**src/rtl/axi2axis_pkg.sv**
```systemverilog
// ============================================================================
// Module  : axi2axis_pkg
// Brief   : Shared types and constants for the axis2axi_rx read responder.
// Revision: 1.0
// ============================================================================
`default_nettype none

package axi2axis_pkg;

  typedef enum logic [0:0] {
    IDLE = 1'b0,
    RESP = 1'b1
  } rd_state_t;

  localparam logic [3:0] RX_DATA_ADDR   = 4'h0;
  localparam logic [3:0] RX_STATUS_ADDR = 4'h4;

  localparam logic [1:0] RESP_OKAY   = 2'b00;
  localparam logic [1:0] RESP_SLVERR = 2'b10;

endpackage

`default_nettype wire

```
**src/rtl/axis2axi_rx_if.sv**
```systemverilog
// ============================================================================
// Module  : axis2axi_rx_if
// Brief   : AXI4-Lite read channel plus inbound AXI-Stream bundle.
// Revision: 1.0
// ============================================================================
`default_nettype none

interface axis2axi_rx_if #(
  parameter int DATA_W = 32
);
  logic [31:0]       s_axi_araddr;
  logic              s_axi_arvalid;
  logic              s_axi_arready;
  logic [DATA_W-1:0] s_axi_rdata;
  logic [1:0]        s_axi_rresp;
  logic              s_axi_rvalid;
  logic              s_axi_rready;
  logic [DATA_W-1:0] s_axis_tdata;
  logic              s_axis_tvalid;
  logic              s_axis_tready;

  modport slave (
    input  s_axi_araddr, s_axi_arvalid, s_axi_rready, s_axis_tdata, s_axis_tvalid,
    output s_axi_arready, s_axi_rdata, s_axi_rresp, s_axi_rvalid, s_axis_tready
  );

  modport master (
    output s_axi_araddr, s_axi_arvalid, s_axi_rready, s_axis_tdata, s_axis_tvalid,
    input  s_axi_arready, s_axi_rdata, s_axi_rresp, s_axi_rvalid, s_axis_tready
  );
endinterface

`default_nettype wire

```
**src/rtl/axis_rx_fifo.sv**
```systemverilog
// ============================================================================
// Module  : axis_rx_fifo
// Brief   : Power-of-2 synchronous FIFO with head-word lookahead and count.
// Revision: 1.0
// ============================================================================
`default_nettype none

module axis_rx_fifo #(
  parameter int  DATA_W = 32,
  parameter int  DEPTH  = 4,
  localparam int CNT_W  = $clog2(DEPTH) + 1
) (
  input  wire logic              aclk,
  input  wire logic              areset,
  input  wire logic              push,
  input  wire logic              pop,
  input  wire logic [DATA_W-1:0] din,
  output logic      [DATA_W-1:0] head,
  output logic      [CNT_W-1:0]  count,
  output logic                   full,
  output logic                   empty
);
  localparam int PTR_W = $clog2(DEPTH);

  logic [DATA_W-1:0] r_mem [DEPTH];
  logic [PTR_W-1:0]  r_wr_ptr;
  logic [PTR_W-1:0]  r_rd_ptr;
  logic [CNT_W-1:0]  r_count;
  logic              w_push;
  logic              w_pop;

  assign full   = (r_count == CNT_W'(DEPTH));
  assign empty  = (r_count == '0);
  assign w_push = push && !full;
  assign w_pop  = pop && !empty;
  assign head   = r_mem[r_rd_ptr];
  assign count  = r_count;

  // Storage is flushed logically through the pointers, so it needs no reset.
  always_ff @(posedge aclk) begin
    if (w_push) r_mem[r_wr_ptr] <= din;
  end

  always_ff @(posedge aclk or posedge areset) begin
    if (areset) begin
      r_wr_ptr <= '0;
      r_rd_ptr <= '0;
      r_count  <= '0;
    end else begin
      if (w_push) r_wr_ptr <= r_wr_ptr + 1'b1;
      if (w_pop)  r_rd_ptr <= r_rd_ptr + 1'b1;
      case ({w_push, w_pop})
        2'b10:   r_count <= r_count + 1'b1;
        2'b01:   r_count <= r_count - 1'b1;
        default: r_count <= r_count;
      endcase
    end
  end

endmodule

`default_nettype wire

```
**src/rtl/axis2axi_rx.sv**
```systemverilog
// ============================================================================
// Module  : axis2axi_rx
// Brief   : AXI4-Lite read responder draining an inbound AXI-Stream FIFO.
//           Optional macro AXI2AXIS_RX_UNDERFLOW_ERR_EN: empty data read -> SLVERR.
// Revision: 1.0
// ============================================================================
`default_nettype none

module axis2axi_rx
  import axi2axis_pkg::*;
#(
  parameter int DATA_W = 32,
  parameter int DEPTH  = 4
) (
  input  wire logic      aclk,
  input  wire logic      areset,
  axis2axi_rx_if.slave   bus
);
  localparam int CNT_W = $clog2(DEPTH) + 1;

  rd_state_t         r_state;
  logic [DATA_W-1:0] r_rdata;
  logic [1:0]        r_rresp;
  logic              r_rvalid;

  logic [DATA_W-1:0] w_head;
  logic [CNT_W-1:0]  w_count;
  logic              w_full;
  logic              w_empty;
  logic              w_arready;
  logic              w_tready;
  logic              w_push;
  logic              w_pop;
  logic              w_pop_sel;
  logic [DATA_W-1:0] w_resp_data;
  logic [1:0]        w_resp_code;
  logic [DATA_W-1:0] w_status;

  assign w_arready = (r_state == IDLE) && !areset;
  assign w_tready  = !w_full && !areset;
  assign w_push    = bus.s_axis_tvalid && w_tready;
  assign w_pop     = bus.s_axi_arvalid && w_arready && w_pop_sel;

  axis_rx_fifo #(
    .DATA_W (DATA_W),
    .DEPTH  (DEPTH)
  ) u_fifo (
    .aclk   (aclk),
    .areset (areset),
    .push   (w_push),
    .pop    (w_pop),
    .din    (bus.s_axis_tdata),
    .head   (w_head),
    .count  (w_count),
    .full   (w_full),
    .empty  (w_empty)
  );

  always_comb begin
    w_status                 = '0;
    w_status[DATA_W-1]       = !w_empty;
    w_status[CNT_W-1:0]      = w_count;
    w_resp_data              = '0;
    w_resp_code              = RESP_OKAY;
    w_pop_sel                = 1'b0;
    if (bus.s_axi_araddr[31:4] != '0) begin
      w_resp_code = RESP_SLVERR;
    end else begin
      case (bus.s_axi_araddr[3:0])
        RX_DATA_ADDR: begin
          if (!w_empty) begin
            w_resp_data = w_head;
            w_pop_sel   = 1'b1;
          end else begin
`ifdef AXI2AXIS_RX_UNDERFLOW_ERR_EN
            w_resp_code = RESP_SLVERR;
`else
            w_resp_code = RESP_OKAY;
`endif
          end
        end
        RX_STATUS_ADDR: w_resp_data = w_status;
        default:        w_resp_code = RESP_SLVERR;
      endcase
    end
  end

  // Response is captured at AR accept and held until the R handshake.
  always_ff @(posedge aclk or posedge areset) begin
    if (areset) begin
      r_state  <= IDLE;
      r_rdata  <= '0;
      r_rresp  <= RESP_OKAY;
      r_rvalid <= 1'b0;
    end else begin
      case (r_state)
        IDLE: begin
          if (bus.s_axi_arvalid) begin
            r_rdata  <= w_resp_data;
            r_rresp  <= w_resp_code;
            r_rvalid <= 1'b1;
            r_state  <= RESP;
          end
        end
        RESP: begin
          if (bus.s_axi_rready) begin
            r_rvalid <= 1'b0;
            r_state  <= IDLE;
          end
        end
        default: begin
          r_rvalid <= 1'b0;
          r_state  <= IDLE;
        end
      endcase
    end
  end

  assign bus.s_axi_arready = w_arready;
  assign bus.s_axi_rvalid  = r_rvalid;
  assign bus.s_axi_rdata   = r_rdata;
  assign bus.s_axi_rresp   = r_rresp;
  assign bus.s_axis_tready = w_tready;

endmodule

`default_nettype wire

```
**src/flat_wrapper.sv**
```systemverilog
// flat-port wrapper written by rule: the top's interface ports become plain ports
module axis2axi_rx_flat import axi2axis_pkg::*;
#(
  parameter int DATA_W = 32,
  parameter int DEPTH  = 4
)
  (aclk, areset, bus_s_axi_araddr, bus_s_axi_arvalid, bus_s_axi_rready, bus_s_axis_tdata, bus_s_axis_tvalid, bus_s_axi_arready, bus_s_axi_rdata, bus_s_axi_rresp, bus_s_axi_rvalid, bus_s_axis_tready);
  axis2axi_rx_if #(.DATA_W(DATA_W)) bus_i ();
  input  wire logic aclk;
  input  wire logic areset;
  input wire logic [$bits(bus_i.s_axi_araddr)-1:0] bus_s_axi_araddr;
  input wire logic [$bits(bus_i.s_axi_arvalid)-1:0] bus_s_axi_arvalid;
  input wire logic [$bits(bus_i.s_axi_rready)-1:0] bus_s_axi_rready;
  input wire logic [$bits(bus_i.s_axis_tdata)-1:0] bus_s_axis_tdata;
  input wire logic [$bits(bus_i.s_axis_tvalid)-1:0] bus_s_axis_tvalid;
  output wire logic [$bits(bus_i.s_axi_arready)-1:0] bus_s_axi_arready;
  output wire logic [$bits(bus_i.s_axi_rdata)-1:0] bus_s_axi_rdata;
  output wire logic [$bits(bus_i.s_axi_rresp)-1:0] bus_s_axi_rresp;
  output wire logic [$bits(bus_i.s_axi_rvalid)-1:0] bus_s_axi_rvalid;
  output wire logic [$bits(bus_i.s_axis_tready)-1:0] bus_s_axis_tready;
  assign bus_i.s_axi_araddr = bus_s_axi_araddr;
  assign bus_i.s_axi_arvalid = bus_s_axi_arvalid;
  assign bus_i.s_axi_rready = bus_s_axi_rready;
  assign bus_i.s_axis_tdata = bus_s_axis_tdata;
  assign bus_i.s_axis_tvalid = bus_s_axis_tvalid;
  assign bus_s_axi_arready = bus_i.s_axi_arready;
  assign bus_s_axi_rdata = bus_i.s_axi_rdata;
  assign bus_s_axi_rresp = bus_i.s_axi_rresp;
  assign bus_s_axi_rvalid = bus_i.s_axi_rvalid;
  assign bus_s_axis_tready = bus_i.s_axis_tready;
  axis2axi_rx #(.DATA_W(DATA_W), .DEPTH(DEPTH)) u_core (.aclk(aclk), .areset(areset), .bus(bus_i));
endmodule
```
**config.mk**
```make
export PLATFORM = sky130hd
export DESIGN_NAME = axis2axi_rx_flat
export DESIGN_NICKNAME = d
export VERILOG_FILES = /design/src/rtl/axi2axis_pkg.sv /design/src/rtl/axis2axi_rx_if.sv /design/src/rtl/axis_rx_fifo.sv /design/src/rtl/axis2axi_rx.sv /design/src/flat_wrapper.sv
export SDC_FILE = /design/constraint.sdc
export NUM_CORES = 1
export LEC_CHECK = 0
export ABC_AREA = 1
export CORE_ASPECT_RATIO = 0.75
export CORE_UTILIZATION = 40
export DETAILED_ROUTE_END_ITERATION = 10
export PLACE_DENSITY = 0.71
export SYNTH_ARGS = -nofsm -noshare
export SYNTH_HDL_FRONTEND = slang
export SYNTH_SLANG_ARGS = --single-unit
```
**constraint.sdc**
```tcl
create_clock -name aclk -period 3.1 [get_ports aclk]
set_input_delay 0.465 -clock aclk [delete_from_list [all_inputs] [get_ports aclk]]
set_output_delay 0.465 -clock aclk [all_outputs]
set_load 0.05 [all_outputs]
```
# Word-level counts from Yosys, hierarchy flattened
# Memory sizes are Yosys's and may differ from the RTL's.
# Index checks and enable logic that the tools add are counted.
# classes
multipliers	0
magnitude_cmp	0
div_mod_pow	0
n_addsub	4
n_mux	17
reduce_logical	17
n_eq_ne	6
shift	0
n_bitwise	1
# ops
cell	n
2-to-1 mux 32 bit	2
case mux 32 bit (2 select lines)	1
nonzero test 28 bit	1
2-to-1 mux 1 bit	9
logical AND 1 bit	7
case mux 3 bit (2 select lines)	1
adder 2 x 1 -> 2 bit, second input constant	2
== test 4 x 3 -> 1 bit, second input constant	1
zero test 4 bit	1
2-to-1 mux 2 bit	2
inequality test 2 bit, second input constant	2
case mux 1 bit (2 select lines)	2
AND reduction 2 bit	2
adder 3 x 1 -> 3 bit, second input constant	1
== test 3 bit, second input constant	1
zero test 1 bit	3
zero test 3 bit	1
subtractor 3 x 1 -> 3 bit, second input constant	1
== test 2 x 1 -> 1 bit, second input constant	1
== test 2 bit, second input constant	1
nonzero test 2 bit	1
OR reduction 2 bit	1
NOT 1 bit	1
# totals
latch_bits	0
output_inout_bits	37
ff_bits	43
input_bits	69
elab_cells	53
memories	1
ramBits	128
mem_bits_ro	0
# memory_table
name	depth	word_bits	rd	rd_ports_with_merged_regs	write_ports	line_no	text
u_core.u_fifo.r_mem	4	32	1	0	1	axis_rx_fifo.sv:25	logic [DATA_W-1:0] r_mem [DEPTH];

# Depth between registers and ports, before layout
# logic_depth
word_depth	8
ltp_mapped	14
mapped_depth_nobuf	13

# Modules after synthesis
# From an unflattened synthesis, not the netlist that was laid out.
# hier_totals
cells_unflattened	739
area_unflattened_um2	7641.1
# by_module_without_submodules
mod	area_each_um2	seq_area_each_um2	cells_per_inst	n_inst
axis_rx_fifo	5587.9	4018.9	436	1
axis2axi_rx	2053.2	875.8	303	1

# Least setup slack after synthesis
# Ideal clock, no wire load.
# synth_timing
kind	register to register
startpoint	register u_core.u_fifo.r_count[1], in the netlist u_core.u_fifo.count[1]
endpoint	memory u_core.u_fifo.r_mem[0][0] (enable)
arrival_time_ps	3215
slack_ps	-536
required_ps	2679
setup_time_ps	421
n_path_buf	0
period_less_slack_ps	3636
stages_incl_launch_ff	5
cell_sequence	dfrtp_1 -> inv_1 -> a31oi_1 -> nand2_1 -> nor2_1
# synth_via
elab_chain_len	7
# synth_lines
element	line_no	text
start, declared	axis_rx_fifo.sv:28	logic [CNT_W-1:0] r_count;
start signal, assigned	axis_rx_fifo.sv:53	2'b10: r_count <= r_count + 1'b1;
start signal, assigned	axis_rx_fifo.sv:54	2'b01: r_count <= r_count - 1'b1;
start signal, assigned	axis_rx_fifo.sv:55	default: r_count <= r_count;
== test 3 bit	axis_rx_fifo.sv:32	assign full = (r_count == CNT_W'(DEPTH));
zero test 1 bit	axis2axi_rx.sv:40	assign w_tready = !w_full && !areset;
logical AND 1 bit	axis2axi_rx.sv:40	
via bus_s_axis_tready	flat_wrapper.sv:20	output wire logic [$bits(bus_i.s_axis_tready)-1:0] bus_s_axis_tready;
logical AND 1 bit	axis2axi_rx.sv:41	assign w_push = bus.s_axis_tvalid && w_tready;
logical AND 1 bit	axis_rx_fifo.sv:34	assign w_push = push && !full;
2-to-1 mux 1 bit	axis_rx_fifo.sv:41	if (w_push) r_mem[r_wr_ptr] <= din;
2-to-1 mux 1 bit (implied by the code)	axis_rx_fifo.sv:41	
end, declared	axis_rx_fifo.sv:25	
# The timed path passes the listed nets, and every way through them passes these cells.

# Worst setup path after layout
# layout_timing
startpoint	input port areset
endpoint	output port bus_s_axis_tready
# layout_via
elab_chain_len	2
# layout_lines
element	line_no	text
start, declared	flat_wrapper.sv:10	input wire logic areset;
zero test 1 bit	axis2axi_rx.sv:40	
logical AND 1 bit	axis2axi_rx.sv:40	
end, declared	flat_wrapper.sv:20	
# Every way passes these cells.

==> impl_metrics.tcl <==
set metrics [dict create \
    status "finished, violations left" \
    violations "DRC" \
    yosysSeqAreaShare 0.723 \
    ys_types 32 \
    die_w_um 152 \
    nFillCells 1358 \
    dp_hpwl_mm 9.21 \
    p_sw_mw 1.22 \
    gp_congestion 0.848 \
    grt_pass1_wl_mm 23.5 \
    synthesis.nets 615 \
    yosysWarnings 0 \
    synth_xor_area_frac 0.00518 \
    synth_top_family_by_area "compound AO/OA/AOI/OAI gates" \
    synth_mux_area_frac 0 \
    clock-sinks 170 \
    yosys.area.top_type "edfxtp_1" \
    grt_pass1_vias 4513 \
    slew_headroom 0.499 \
    slowest_delay_ns 0.86 \
    hold_end "u_core.bus.s_axi_rdata[2]" \
    worstPathMaxFanout 5 \
    power.share.clock 0.367 \
    clock_latency_ns 0.42 \
    ctsHoldBuffers 0 \
    wl_met2_mm 6.95 \
    regToRegEndpoint "u_core.u_fifo.count[2]" \
    finish.utilization 0.529 \
    dp.cells 842 \
    core.rowCount 40 \
    wl_met1_mm 6.56 \
    synthTopCellsByArea "edfxtp_1, dfrtp_1, o21ai_0" \
    drt_wl_total_mm 14.9 \
    powerDensity_nw_per_um2 602 \
    drc 14 \
    cp-start-kind "primary input" \
    fin_ws_ns 0.534 \
    fp.coreArea_um2 16300 \
    path_cells "clkdlybuf4s50_1, a31oi_1, clkdlybuf4s50_1" \
    finalClockSkew_ns 0.00813 \
    whs_ns 0.485 \
    yosys.area_share.adder 0.0122 \
    antenna_cells 0 \
    num_vias 4468 \
    htree_levels 4 \
    ys_seq_elements 170 \
    setup_viol 0 \
    pre_cts_slack_ns 0.293 \
    totalPowerFinal_mw 5.19 \
    area_growth_syn_to_layout_pct 27.3 \
    crit_slowest_cell "clkdlybuf4s50_1" \
    cp_data_required_time_ns 2.63 \
    start_util 0.416 \
    die_h_um 115 \
    post_cts_buffers 0 \
    drt-initial-drc-count 329 \
    io_pins 106 \
    crit_buf_inv 2 \
    p_comb_frac 0.103 \
    port_buffers 104 \
    worstMarginPinSlew_ns 0.750 \
    cts_tree "built" \
    grt_overflow_total 0 \
    num-nets-final 726 \
    critPathKind "primary input to output port" \
    synth-simple-area-share 0.112 \
    post_drt_wl_per_cell_um 17.0 \
    yosysTopAreaCellShare 0.568 \
    reg2regPathDepth 12 \
    max_freq_ghz 0.390 \
    synthCells 540 \
    switching_share 0.235 \
    final.period_utilization 0.828 \
    cp_top_family "buffers and inverters" \
    antenna_left 0 \
    seq_power_share 0.530 \
    syn_area_um2 6770 \
    syn_avg_cell_area_um2 12.5 \
    grt_antenna_before_repair 0 \
    p_int_mw 3.97 \
    slew_viol_final 0 \
    r2r_slack_ns 0.86 \
    leakagePower_nw 3.18 \
    drive_gt1_frac 0.0979 \
    rsz0062_at_grt "false" \
    grtUsageTotal 0.181 \
    cpMostUsedCell "clkdlybuf4s50_1" \
    stdcell_count 874 \
    ir_drop_mv 0.427 \
    viasPerCell 5.11 \
    hp-start "u_core.bus.s_axi_rdata[2]" \
    die-area_um2 17400 \
    maxCapViolations 0 \
    routed.top_layer "met4" \
    synth_compound_area_frac 0.113 \
    cts.clk_slew.worst_paths_ns 0.06 \
    cp.arrival_ns 2.10 \
    wl_met3_mm 1.26 \
    final_common_cell "edfxtp_1" \
    clockBufferDepth 2 \
    min_path_type "flop to flop" \
    hold_path_depth 2 \
    grt_max_degree 67 \
    cts_resized 0 \
    finalHoldViolations 0 \
    clockRootBuffer "clkbuf_16" \
    end_kind "output port" \
    numCtsBuffers 17 \
    final_cell_mix "edfxtp_1, clkdlybuf4s50_1, nor2_1, o21ai_0, nand2_1" \
    timing.rr.start "u_core.u_fifo.count[2]" \
    period_needed_ns 2.57 \
    dr.pass1.iters 8 \
]
==> power by group through the flow <==
stage               combinational (mW)  clock, mW  sequential, mW
floorplan                        0.265          0            2.79
global placement                 0.518          0            2.78
detailed placement               0.542          0            2.80
CTS                              0.547       1.93            2.75
global route                     0.595       2.04            2.76
finish                           0.536       1.90            2.75
==> per-stage QoR <==
stage	area, um^2	setup TNS (ns)
6_report	8610	0
5_1_grt	8610	0
4_1_cts	8610	0
3_5_place_dp	8080	0
3_3_place_gp	8080	0
2_1_floorplan	6780	-11.53
==> worst max-delay path by stage <==
stage	start	to	slack, ns	cells past startpoint
6_report	areset	bus_s_axis_tready	0.53	3
5_1_grt	bus_s_axi_araddr[1]	u_core.u_fifo.count[2]	0.44	14
4_1_cts	areset	bus_s_axis_tready	0.52	3
3_5_place_dp	bus_s_axi_araddr[9]	u_core.u_fifo.count[2]	0.29	14
3_3_place_gp	bus_s_axi_araddr[9]	u_core.u_fifo.count[2]	0.41	14
2_1_floorplan	u_core.u_fifo.count[1]	u_core.u_fifo.r_mem[0][0]	-0.09	4
==> worst reg2reg max path, delay by kind of cell, from the launching register on <==
kind                       cells  cell delay [ns]
adders and majority gates      2             0.54
buffers and inverters          2             0.18
AOI/OAI and AO/OA              2             0.29
and+or+nand+nor                5             0.54
xor gates and xnor gates       1             0.14
DFF                            1             0.43
==> per-layer routing <==
| metal | vias to the layer above | track usage |
|---|---|---|
| li1 | 2117 | - |
| met4 | 0 | 0.0476 |
| met2 | 184 | 0.296 |
| met1 | 2151 | 0.231 |
| met3 | 16 | 0.0643 |
| met5 | - | 0 |
==> cell type report <==
type                    count  area [um^2]  share of cell area
clock inverters             6         42.5             0.00494
well taps                 210          263              0.0305
repair buffers            119         1170               0.135
clock buffers              26          489              0.0568
inverters                  23         86.3              0.0100
multi-input cells         320         1670               0.194
flip-flops and latches    170         4900               0.569
==> synth_stat cells <==
library cell,n
a21oi_1,5
xnor2_1,2
o22ai_1,1
clkbuf_2,1
o21ai_0,79
o21ai_2,10
o22a_1,27
buf_12,1
buf_6,1
nor2_2,2
nand2_2,2
ha_1,5
nor2_8,1
o21ai_1,1
a31oi_1,1
nor2_1,90
fa_1,1
edfxtp_1,128
dfrtp_1,42
nor2_4,1
xor2_1,2
inv_1,21
conb_1,1
nand4_1,3
nor3_1,2
nand2_1,71
buf_2,10
nand3_1,12
and2_1,1
clkbuf_1,12
buf_4,2
inv_2,2
==> state kept, by name (all words and copies together) (netlist names) <==
register and cells:
u_core.u_fifo.count 3, u_core.r_state 1, u_core.bus.s_axi_rdata 32, u_core.u_fifo.r_mem 128
u_core.u_fifo.r_wr_ptr 2, u_core.u_fifo.r_rd_ptr 2, u_core.bus.s_axi_rvalid 1, u_core.bus.s_axi_rresp 1
==> cell families (layout without fill, tap and decap cells) <==
kind of cell / Yosys count / after routing
simple gates: 185 / 185
fa+ha+maj: 6 / 6
compound gates: 124 / 124
flops: 170 / 170
other cells: 1 / 1
buf+inv: 50 / 174
xor+xnor: 4 / 4
No activity file was read; power rests on OpenSTA's default activity.
